--- src/rtl/btn_event_pkg.sv ---
// Shared event codes, event record and per-button FSM state type for the
// front-panel button conditioner.
package btn_event_pkg;

    localparam logic [1:0] EVT_PRESS   = 2'd0;
    localparam logic [1:0] EVT_RELEASE = 2'd1;
    localparam logic [1:0] EVT_LONG    = 2'd2;
    localparam logic [1:0] EVT_REPEAT  = 2'd3;

    typedef struct packed {
        logic [2:0] btn;
        logic [1:0] code;
    } btn_evt_t;

    typedef enum logic [1:0] {
        ST_IDLE = 2'd0,
        ST_DOWN = 2'd1,
        ST_HELD = 2'd2
    } btn_st_e;

endpackage

--- src/rtl/btn_debounce.sv ---
// One button: 2-FF synchroniser, stable-count debounce and the
// PRESS/RELEASE/LONG/REPEAT classifier with a registered event output.
module btn_debounce
    import btn_event_pkg::*;
#(
    parameter int ACTIVE_LOW   = 1,
    parameter int DEBOUNCE_CYC = 1000000,
    parameter int LONG_CYC     = 50000000,
    parameter int REPEAT_CYC   = 10000000
) (
    input  logic       i_clk,
    input  logic       i_rst_n,
    input  logic       i_raw,
    output logic       o_state,
    output logic       o_evt_vld,
    output logic [1:0] o_evt_code
);

    localparam int   DB_W     = $clog2(DEBOUNCE_CYC);
    localparam int   HOLD_MAX = (LONG_CYC > REPEAT_CYC) ? LONG_CYC : REPEAT_CYC;
    localparam int   HOLD_W   = $clog2(HOLD_MAX + 1);
    localparam logic IDLE_LVL = (ACTIVE_LOW != 0);

    logic              r_sync1;
    logic              r_sync2;
    logic              r_state;
    logic [DB_W-1:0]   r_db_cnt;
    logic              w_pressed;

    btn_st_e           r_st;
    btn_st_e           w_st_nxt;
    logic [HOLD_W-1:0] r_cnt;
    logic [HOLD_W-1:0] w_cnt_nxt;
    logic              r_evt_vld;
    logic              w_evt_vld;
    logic [1:0]        r_evt_code;
    logic [1:0]        w_evt_code;

    assign w_pressed = r_sync2 ^ IDLE_LVL;

    // The synchroniser idles at the released pad level so a button held
    // through reset is seen as a fresh press once reset lifts.
    always_ff @(posedge i_clk or negedge i_rst_n) begin
        if (!i_rst_n) begin
            r_sync1  <= IDLE_LVL;
            r_sync2  <= IDLE_LVL;
            r_state  <= 1'b0;
            r_db_cnt <= '0;
        end else begin
            r_sync1 <= i_raw;
            r_sync2 <= r_sync1;
            if (w_pressed == r_state) begin
                r_db_cnt <= '0;
            end else if (r_db_cnt == DB_W'(DEBOUNCE_CYC - 1)) begin
                r_state  <= w_pressed;
                r_db_cnt <= '0;
            end else begin
                r_db_cnt <= r_db_cnt + DB_W'(1);
            end
        end
    end

    // Release is tested before the terminal counts so it wins a tie.
    always_comb begin
        w_st_nxt   = r_st;
        w_cnt_nxt  = r_cnt + HOLD_W'(1);
        w_evt_vld  = 1'b0;
        w_evt_code = EVT_PRESS;
        case (r_st)
            ST_IDLE: begin
                w_cnt_nxt = '0;
                if (r_state) begin
                    w_st_nxt   = ST_DOWN;
                    w_evt_vld  = 1'b1;
                    w_evt_code = EVT_PRESS;
                end
            end
            ST_DOWN: begin
                if (!r_state) begin
                    w_st_nxt   = ST_IDLE;
                    w_evt_vld  = 1'b1;
                    w_evt_code = EVT_RELEASE;
                end else if (r_cnt == HOLD_W'(LONG_CYC - 1)) begin
                    w_st_nxt   = ST_HELD;
                    w_cnt_nxt  = '0;
                    w_evt_vld  = 1'b1;
                    w_evt_code = EVT_LONG;
                end
            end
            ST_HELD: begin
                if (!r_state) begin
                    w_st_nxt   = ST_IDLE;
                    w_evt_vld  = 1'b1;
                    w_evt_code = EVT_RELEASE;
                end else if (r_cnt == HOLD_W'(REPEAT_CYC - 1)) begin
                    w_cnt_nxt  = '0;
                    w_evt_vld  = 1'b1;
                    w_evt_code = EVT_REPEAT;
                end
            end
            default: begin
                w_st_nxt  = ST_IDLE;
                w_cnt_nxt = '0;
            end
        endcase
    end

    always_ff @(posedge i_clk or negedge i_rst_n) begin
        if (!i_rst_n) begin
            r_st       <= ST_IDLE;
            r_cnt      <= '0;
            r_evt_vld  <= 1'b0;
            r_evt_code <= EVT_PRESS;
        end else begin
            r_st       <= w_st_nxt;
            r_cnt      <= w_cnt_nxt;
            r_evt_vld  <= w_evt_vld;
            r_evt_code <= w_evt_code;
        end
    end

    assign o_state    = r_state;
    assign o_evt_vld  = r_evt_vld;
    assign o_evt_code = r_evt_code;

endmodule

--- src/rtl/btn_event_ctrl.sv ---
// Button conditioner top: per-button debounce/classify, one pending slot per
// button, fixed-priority arbiter and a registered-head event FIFO.
module btn_event_ctrl
    import btn_event_pkg::*;
#(
    parameter int NUM_BTN        = 4,
    parameter int BTN_ACTIVE_LOW = 1,
    parameter int DEBOUNCE_CYC   = 1000000,
    parameter int LONG_CYC       = 50000000,
    parameter int REPEAT_CYC     = 10000000,
    parameter int FIFO_DEPTH     = 8
) (
    input  logic               i_aclk,
    input  logic               i_aresetn,
    input  logic [NUM_BTN-1:0] i_btn_raw,
    output logic [NUM_BTN-1:0] o_btn_state,
    output logic               o_evt_valid,
    input  logic               i_evt_ready,
    output logic [2:0]         o_evt_btn,
    output logic [1:0]         o_evt_code,
    output logic               o_irq,
    output logic               o_ovf,
    input  logic               i_ovf_clr
);

    localparam int AW = $clog2(FIFO_DEPTH);

    logic [NUM_BTN-1:0] w_evt_vld;
    logic [1:0]         w_evt_code [NUM_BTN];

    for (genvar g = 0; g < NUM_BTN; g++) begin : g_btn
        btn_debounce #(
            .ACTIVE_LOW   (BTN_ACTIVE_LOW),
            .DEBOUNCE_CYC (DEBOUNCE_CYC),
            .LONG_CYC     (LONG_CYC),
            .REPEAT_CYC   (REPEAT_CYC)
        ) u_debounce (
            .i_clk      (i_aclk),
            .i_rst_n    (i_aresetn),
            .i_raw      (i_btn_raw[g]),
            .o_state    (o_btn_state[g]),
            .o_evt_vld  (w_evt_vld[g]),
            .o_evt_code (w_evt_code[g])
        );
    end

    logic [NUM_BTN-1:0] r_pend_vld;
    logic [1:0]         r_pend_code [NUM_BTN];
    logic [NUM_BTN-1:0] w_sel;
    logic [NUM_BTN-1:0] w_take;
    btn_evt_t           w_push_evt;
    logic               w_push;
    logic               w_pop;
    logic               w_full;
    logic               w_drop;
    logic               r_ovf;

    btn_evt_t           r_mem [FIFO_DEPTH];
    logic [AW:0]        r_wr_ptr;
    logic [AW:0]        r_rd_ptr;
    logic [AW:0]        w_wr_nxt;
    logic [AW:0]        w_rd_nxt;
    logic               r_head_vld;
    btn_evt_t           r_head;

    // Scanning downward leaves the lowest occupied index selected.
    always_comb begin
        w_sel      = '0;
        w_push_evt = '0;
        for (int i = NUM_BTN - 1; i >= 0; i--) begin
            if (r_pend_vld[i]) begin
                w_sel           = '0;
                w_sel[i]        = 1'b1;
                w_push_evt.btn  = 3'(i);
                w_push_evt.code = r_pend_code[i];
            end
        end
    end

    assign w_full   = (r_wr_ptr[AW] != r_rd_ptr[AW]) &&
                      (r_wr_ptr[AW-1:0] == r_rd_ptr[AW-1:0]);
    assign w_pop    = r_head_vld & i_evt_ready;
    assign w_push   = (|r_pend_vld) & (~w_full | w_pop);
    assign w_take   = w_sel & {NUM_BTN{w_push}};
    assign w_drop   = |(w_evt_vld & r_pend_vld & ~w_take);
    assign w_wr_nxt = r_wr_ptr + {{AW{1'b0}}, w_push};
    assign w_rd_nxt = r_rd_ptr + {{AW{1'b0}}, w_pop};

    // A slot freed by this cycle's push may accept that button's next event.
    always_ff @(posedge i_aclk or negedge i_aresetn) begin
        if (!i_aresetn) begin
            r_pend_vld <= '0;
            for (int i = 0; i < NUM_BTN; i++) r_pend_code[i] <= EVT_PRESS;
            r_ovf <= 1'b0;
        end else begin
            for (int i = 0; i < NUM_BTN; i++) begin
                if (w_evt_vld[i] && (!r_pend_vld[i] || w_take[i])) begin
                    r_pend_vld[i]  <= 1'b1;
                    r_pend_code[i] <= w_evt_code[i];
                end else if (w_take[i]) begin
                    r_pend_vld[i] <= 1'b0;
                end
            end
            if (w_drop) begin
                r_ovf <= 1'b1;
            end else if (i_ovf_clr) begin
                r_ovf <= 1'b0;
            end
        end
    end

    always_ff @(posedge i_aclk) begin
        if (w_push) r_mem[r_wr_ptr[AW-1:0]] <= w_push_evt;
    end

    // The head register is refilled from the post-update read pointer; when
    // that slot is being written this cycle the push data is forwarded.
    always_ff @(posedge i_aclk or negedge i_aresetn) begin
        if (!i_aresetn) begin
            r_wr_ptr   <= '0;
            r_rd_ptr   <= '0;
            r_head_vld <= 1'b0;
            r_head     <= '0;
        end else begin
            r_wr_ptr   <= w_wr_nxt;
            r_rd_ptr   <= w_rd_nxt;
            r_head_vld <= (w_rd_nxt != w_wr_nxt);
            if (w_push && (w_rd_nxt == r_wr_ptr)) begin
                r_head <= w_push_evt;
            end else if (w_rd_nxt != r_wr_ptr) begin
                r_head <= r_mem[w_rd_nxt[AW-1:0]];
            end
        end
    end

    assign o_evt_valid = r_head_vld;
    assign o_evt_btn   = r_head.btn;
    assign o_evt_code  = r_head.code;
    assign o_irq       = r_head_vld;
    assign o_ovf       = r_ovf;

endmodule

--- config.mk ---
export PLATFORM = sky130hd
export DESIGN_NAME = btn_event_ctrl
export DESIGN_NICKNAME = d
export VERILOG_FILES = /design/src/rtl/btn_event_pkg.sv /design/src/rtl/btn_debounce.sv /design/src/rtl/btn_event_ctrl.sv
export SDC_FILE = /design/constraint.sdc
export NUM_CORES = 1
export LEC_CHECK = 0
export ABC_AREA = 1
export CORE_MARGIN = 2
export CORE_UTILIZATION = 45
export DETAILED_ROUTE_END_ITERATION = 16
export PLACE_DENSITY = 0.67
export SKIP_CTS_REPAIR_TIMING = 1
export SLEW_MARGIN = 10
export SYNTH_ARGS = -nofsm -noshare
export SYNTH_HDL_FRONTEND = slang
export SYNTH_SLANG_ARGS = --single-unit
--- constraint.sdc ---
create_clock -name i_aclk -period 1.95 [get_ports i_aclk]
set_input_delay 0.585 -clock i_aclk [delete_from_list [all_inputs] [get_ports i_aclk]]
set_output_delay 0.585 -clock i_aclk [all_outputs]
set_load 0.005 [all_outputs]
======== Word level (Yosys, flattened, before mapping) ========
Memories as Yosys holds them, arrays and structs flattened.
Index checks and enable logic that the tools add are counted.
storage, ports and cells
  register bits ........................... 243
  bits in writable memories ............... 40
  input bits .............................. 8
  output and inout port bits .............. 12
  logic and storage cells ................. 262
  memories ................................ 1
cells by class
  add/sub/neg operators ................... 10
  equal/unequal tests ..................... 41
  multiplexer cells ....................... 114
  bitwise logic cells ..................... 16
  reductions and logical operators ........ 34
memories
  name   depth  bits a word  read ports  clocked after Yosys merged registers in  wr ports  RTL line              text
  r_mem  8      5            1           0                                        1         btn_event_ctrl.sv:58  btn_evt_t r_mem [FIFO_DEPTH];
operators by type and width
  kind                     number
  $mux W26                 16
  $pmux W26 S2             4
  $mux W20                 8
  $add A26 B1 Y26 const B  4
  $eq A26 B24 Y1 const B   4
  $eq A26 B26 Y1 const B   4
  $add A20 B1 Y20 const B  4
  $eq A20 B20 Y1 const B   4
  $mux W2                  32
  $mux W1                  32
  $mux W4                  6
  $pmux W2 S3              4
  $mux W5                  4
  $pmux W2 S2              4
  $and A4 B4 Y4            3
  $ne A3 B3 Y1 const B     4
  $pmux W1 S3              4
  $reduce_and A3 Y1        4
  $reduce_bool A2 Y1       6
  $not A1 Y1               9
  $add A4 B1 Y4            2
  $eq A2 B1 Y1 const B     4
  $eq A2 B2 Y1 const B     4
  $logic_not A2 Y1         4
  15 further kinds         41

======== Logic depth before layout (Yosys ltp) ========
  depth after elaboration ................. 10
  depth in mapped cells ................... 12
  mapped depth without buffers ............ 12

======== By module ========
A second synthesis with hierarchy kept.
unflattened totals
  cell total of the unflattened synthesis .. 1933
  area total of the unflattened synthesis .. 15173.3 µm²
by module, submodules not included
  module                                  instances  cells each  area an instance (µm²)  sequential area each (µm²)
  btn_debounce (g_btn[1].u_debounce ...)  2          409         3047.9                  1353.8
  btn_debounce (g_btn[3].u_debounce)      1          426         3225.6                  1353.8
  btn_debounce (g_btn[0].u_debounce)      1          407         3133.0                  1353.8
  btn_event_ctrl                          1          282         2718.9                  1611.5

======== Least setup slack after synthesis ========
Ideal clock, no wire load.
  path type ............................... input port to flip-flop
  from .................................... in i_evt_ready
  to ...................................... reg r_head_vld (netlist: o_evt_valid)
  setup time .............................. 0.133 ns
  data arrival time ....................... 1.968 ns
  data required time ...................... 1.817 ns
  slack ................................... -0.151 ns
  cell stages on the path ................. 11
  buffers on the path ..................... 0
  path through ............................ nand2_1 o21ai_0 nor2_1 nand2_1 nand2_1 inv_1 ha_1 ha_1 xor2_1 xnor2_1 nand4_1
between the ends
  cells in the longest elaborated chain, start to end .. 5
  elaborated cells on any way between the ends .. 6
  classes of those cells .................. 2 x add/sub; 1 x eq/ne; 3 x bitwise
RTL lines
  element               RTL line               text
  from (decl)           btn_event_ctrl.sv:18   input logic i_evt_ready,
  $and A1 B1 Y1         btn_event_ctrl.sv:82   assign w_pop = r_head_vld & i_evt_ready;
  $or A1 B1 Y1          btn_event_ctrl.sv:83   assign w_push = (|r_pend_vld) & (~w_full | w_pop);
  $and A1 B1 Y1         btn_event_ctrl.sv:83
  $add A4 B1 Y4         btn_event_ctrl.sv:86   assign w_wr_nxt = r_wr_ptr + {{AW{1'b0}}, w_push};
  net w_wr_nxt[2]       btn_event_ctrl.sv:61   logic [AW:0] w_wr_nxt;
  $ne A4 B4 Y1          btn_event_ctrl.sv:127  r_head_vld <= (w_rd_nxt != w_wr_nxt);
  to (signal assigned)  btn_event_ctrl.sv:127
  to (decl)             btn_event_ctrl.sv:63   logic r_head_vld;
The timed path passes the listed nets, and every way through them passes these cells.
A chain may end at the register's enable or synchronous reset.

======== Worst setup path in the final report ========
  from .................................... reg r_head_vld (netlist: o_evt_valid)
  to ...................................... reg r_head (netlist bit o_evt_btn[0])
between the ends
  cells in the longest elaborated chain, start to end .. 5
  elaborated cells on any way between the ends .. 11
  classes of those cells .................. 1 x add/sub; 2 x eq/ne; 2 x mux; 3 x bitwise; 2 x reduce/logical; 1 x memory
RTL lines
  element                                                RTL line                                      text
  $and A1 B1 Y1 *                                        btn_event_ctrl.sv:82
  $add A4 B1 Y4 *                                        btn_event_ctrl.sv:87                          assign w_rd_nxt = r_rd_ptr + {{AW{1'b0}}, w_pop};
  net w_rd_nxt[1]                                        btn_event_ctrl.sv:62                          logic [AW:0] w_rd_nxt;
  $mem_v2 Z8 W5 / $eq A4 B4 Y1 (equally long branches)   n/a
  $mux W5 / $logic_and A1 B1 Y1 (equally long branches)  btn_event_ctrl.sv:130, btn_event_ctrl.sv:128
  $mux W5 / $reduce_bool A2 Y1 (equally long branches)   n/a
  to (signal assigned)                                   btn_event_ctrl.sv:129                         r_head <= w_push_evt;
  to (signal assigned)                                   btn_event_ctrl.sv:131                         r_head <= r_mem[w_rd_nxt[AW-1:0]];
  to (decl)                                              btn_event_ctrl.sv:64                          btn_evt_t r_head;
The timed path passes the listed nets; every way through them passes the cells marked *. The select of a mux whose other input is x is not followed.

==> impl_metrics.json <==
{
  "outcome": "completed",
  "yosysUniqueCellTypes": 39,
  "antenna_found_initial": 0,
  "grt_use_total": 0.174,
  "syn-cell-area_um2": 14600,
  "finalClockSkew_ps": 22.3,
  "reg2reg_slack_ps": 40,
  "synth_seq_area_share": 0.482,
  "drc_errors": 0,
  "cpPeakStageDelay_ps": 400,
  "highest_layer": "met4",
  "post_drt_wl_per_cell_um": 12.2,
  "clkLatencyLatePin_ps": 570,
  "layout_common_cells": "397 x nand2_1, 380 x nor2_1, 234 x dfrtp_1",
  "ioPinCount": 20,
  "crit_chain": "nand2_2, inv_2, ha_4, ha_4, buf_6, clkinvlp_4, o21ai_0, o22ai_1, nand2_1, nand2_1, nand2_1, nand3_1",
  "multi_input_area_um2": 6570,
  "fp.coreArea_um2": 31700,
  "die_x_um": 184,
  "fp.dieH_um": 184,
  "place.gp.congestion": 0.898,
  "cts_buffers": 31,
  "p_switching_mw": 3.53,
  "cts_buffer_depth": 3,
  "synth_fa_ha_area_frac": 0.0240,
  "cp.required_ps": 2400,
  "ant_nets": 0,
  "cts.clk_slew.worst_paths_ps": 60,
  "grt_pass1_vias": 11000,
  "cp_max_fo": 9,
  "timing.final.hold_violations": 0,
  "hold_class": "flip-flop to flip-flop",
  "drt_iter0_drc": 589,
  "synth_xor_area_frac": 0.0864,
  "reg2reg_from": "o_evt_valid",
  "setup_tns_ps": 0,
  "dr.pass1.iters": 4,
  "area_delta_synth_final_pct": 13.8,
  "fin_crit_ps": 1910,
  "syn_inst": 1828,
  "htreeDepth": 1,
  "initial_utilization": 0.460,
  "yosysWarnings": 0,
  "grt_overflow": 0,
  "dp_hpwl_um": 20400,
  "grt_setup_unrepaired": "true",
  "cp.buffers_inverters": 3,
  "synth_top_family_by_area": "simple AND/OR/NAND/NOR gates",
  "wl_met2_um": 13300,
  "drv_cap": 0,
  "synth-simple-area-share": 0.305,
  "comb_power_share": 0.145,
  "hold_depth": 0,
  "p_leak_nw": 7.34,
  "drive_gt1_frac": 0.0823,
  "syn-mean-instance-area_um2": 7.97,
  "grt_max_degree": 50,
  "num_rows": 65,
  "cts_tree": "done",
  "swShare": 0.257,
  "dieArea_um2": 33800,
  "register_area_um2": 7030,
  "diodes": 0,
  "max_freq_mhz": 525,
  "fin_nets": 1931,
  "p_per_area_nw_per_um2": 829,
  "power.internal_mw": 10.2,
  "grt_pass1_wl_um": 49800,
  "start_kind": "flip-flop",
  "crit_slowest_cell": "dfrtp_1",
  "hold_end": "g_btn[0].u_debounce.r_sync2",
  "endpoint_kind": "flip-flop",
  "setup_ws_ps": 44.1,
  "r2r_cells": 12,
  "clockRootBuffer": "clkbuf_16",
  "final_common_cell": "nand2_1",
  "slew_viol_final": 0,
  "synth-seq-cells": 274,
  "power.share.sequential": 0.436,
  "cts_sinks": 274,
  "synth_nets": 1864,
  "p_clk_frac": 0.419,
  "routed_wl_um": 28300,
  "crit_type": "flip-flop to flip-flop",
  "rr_endpoint": "o_evt_btn[0]",
  "critPathTopFamily": "adder cells",
  "via_count": 11300,
  "min_from": "g_btn[0].u_debounce.r_sync1",
  "path_common_cell": "nand2_1",
  "dp_slack_ps": -634,
  "synth_compound_area_frac": 0.0276,
  "numPortBuffers": 18,
  "max-vdd-ir-drop_v": 0.000856,
  "arrival_ps": 2350,
  "synthMuxAreaShare": 0.00137,
  "m1WireLength_um": 13400,
  "fillers": 2941,
  "viasPerCell": 4.87,
  "route.met3.wl_um": 963,
  "setup_violations": 0,
  "fin_crit_sh": 0.977
}
[through the flow]
stage	instances	power [mW]	instance area, um^2	hold WS, ps	utilization
CTS	2318	13.7	16400	-90.1	0.518
global placement	2260	7.81	15400	347	0.486
finish	2322	13.7	16600	353	0.523
global route	2322	14.5	16600	356	0.523
floorplan	1828	7.25	14600	289	-
detailed placement	2260	7.89	15400	347	0.486
[worst max path at each step]
stage / from / end / slack [ps] / depth (start not counted)
after floorplan: i_evt_ready / o_evt_valid / -70 / 11
after global placement: i_evt_ready / o_evt_code[0] / -560 / 13
after detailed placement: i_evt_ready / o_evt_code[0] / -630 / 13
after CTS: o_ovf / o_ovf / -180 / 1
after global routing: o_evt_valid / o_evt_btn[0] / -90 / 12
final: o_evt_valid / o_evt_btn[0] / 40 / 12
[cell usage after synthesis, drive strengths merged]
cell,number,area (um^2)
o21ai,32,160
nand3,116,601
nor2,398,1550
o22ai,8,50.1
nand3b,4,30.0
dfrtp,234,5860
a21oi,27,135
o21a,3,22.5
xnor2,32,280
edfxtp,32,961
dfstp,8,210
xor2,111,980
ha,28,350
nand4,44,275
conb,1,3.75
nor3b,5,37.5
buf,23,180
nor4,1,6.26
a21boi,3,22.5
nor3,59,305
or2,1,6.26
and2,2,12.5
clkbuf,3,12.5
a31oi,2,12.5
and3,2,12.5
inv,233,875
mux2i,2,20.0
nand2,414,1610
[power by group through the flow]
stage	clock, mW	sequential [mW]	combinational [mW]
after global placement	0	6.09	1.72
after floorplan	0	6.09	1.17
after detailed placement	0	6.09	1.80
after CTS	5.94	5.98	1.81
after global routing	6.20	6.01	2.26
final	5.75	6.00	2.00
[area by class of cell]
class / count / share of cell area
well taps: 402 / 0.0303
multi-input cells: 1295 / 0.396
clock inverters: 13 / 0.00822
repair buffers: 60 / 0.0354
clock buffers: 45 / 0.0536
flip-flops and latches: 274 / 0.424
inverters: 233 / 0.0529
[cell families after synthesis]
group,after synthesis
AO/OA/AOI/OAI,75
XOR/XNOR,143
adder cells (fa/ha/maj),28
buffers and inverters,259
flip-flops,274
multiplexers,2
other,1
AND/OR/NAND/NOR,1046
[registers in the layout, indices dropped and copies added, names as in the netlist, 8 cells and up]
| register | count |
|---|---|
| g_btn.u_debounce.o_evt_code | 8 |
| g_btn.u_debounce.r_cnt | 104 |
| g_btn.u_debounce.r_db_cnt | 80 |
| g_btn.u_debounce.r_st | 8 |
| r_mem | 32 |
| r_pend_code | 8 |
[per-layer routing]
| metal | global-route usage | vias up |
|---|---|---|
| met3 | 0.0234 | 42 |
| met5 | 0 | - |
| li1 | - | 5860 |
| met1 | 0.234 | 5245 |
| met2 | 0.297 | 162 |
| met4 | 0.0410 | 0 |
[worst reg2reg max path, cell delays in order, from the launching register on]
cell and delay (ps):
dfrtp_1 400, nand2_2 100, inv_2 50, ha_4 160, ha_4 270, buf_6 130, clkinvlp_4 160, o21ai_0 130
o22ai_1 120, nand2_1 90, nand2_1 50, nand2_1 60, nand3_1 70
Note: power is estimated with default switching activity, not from simulation.
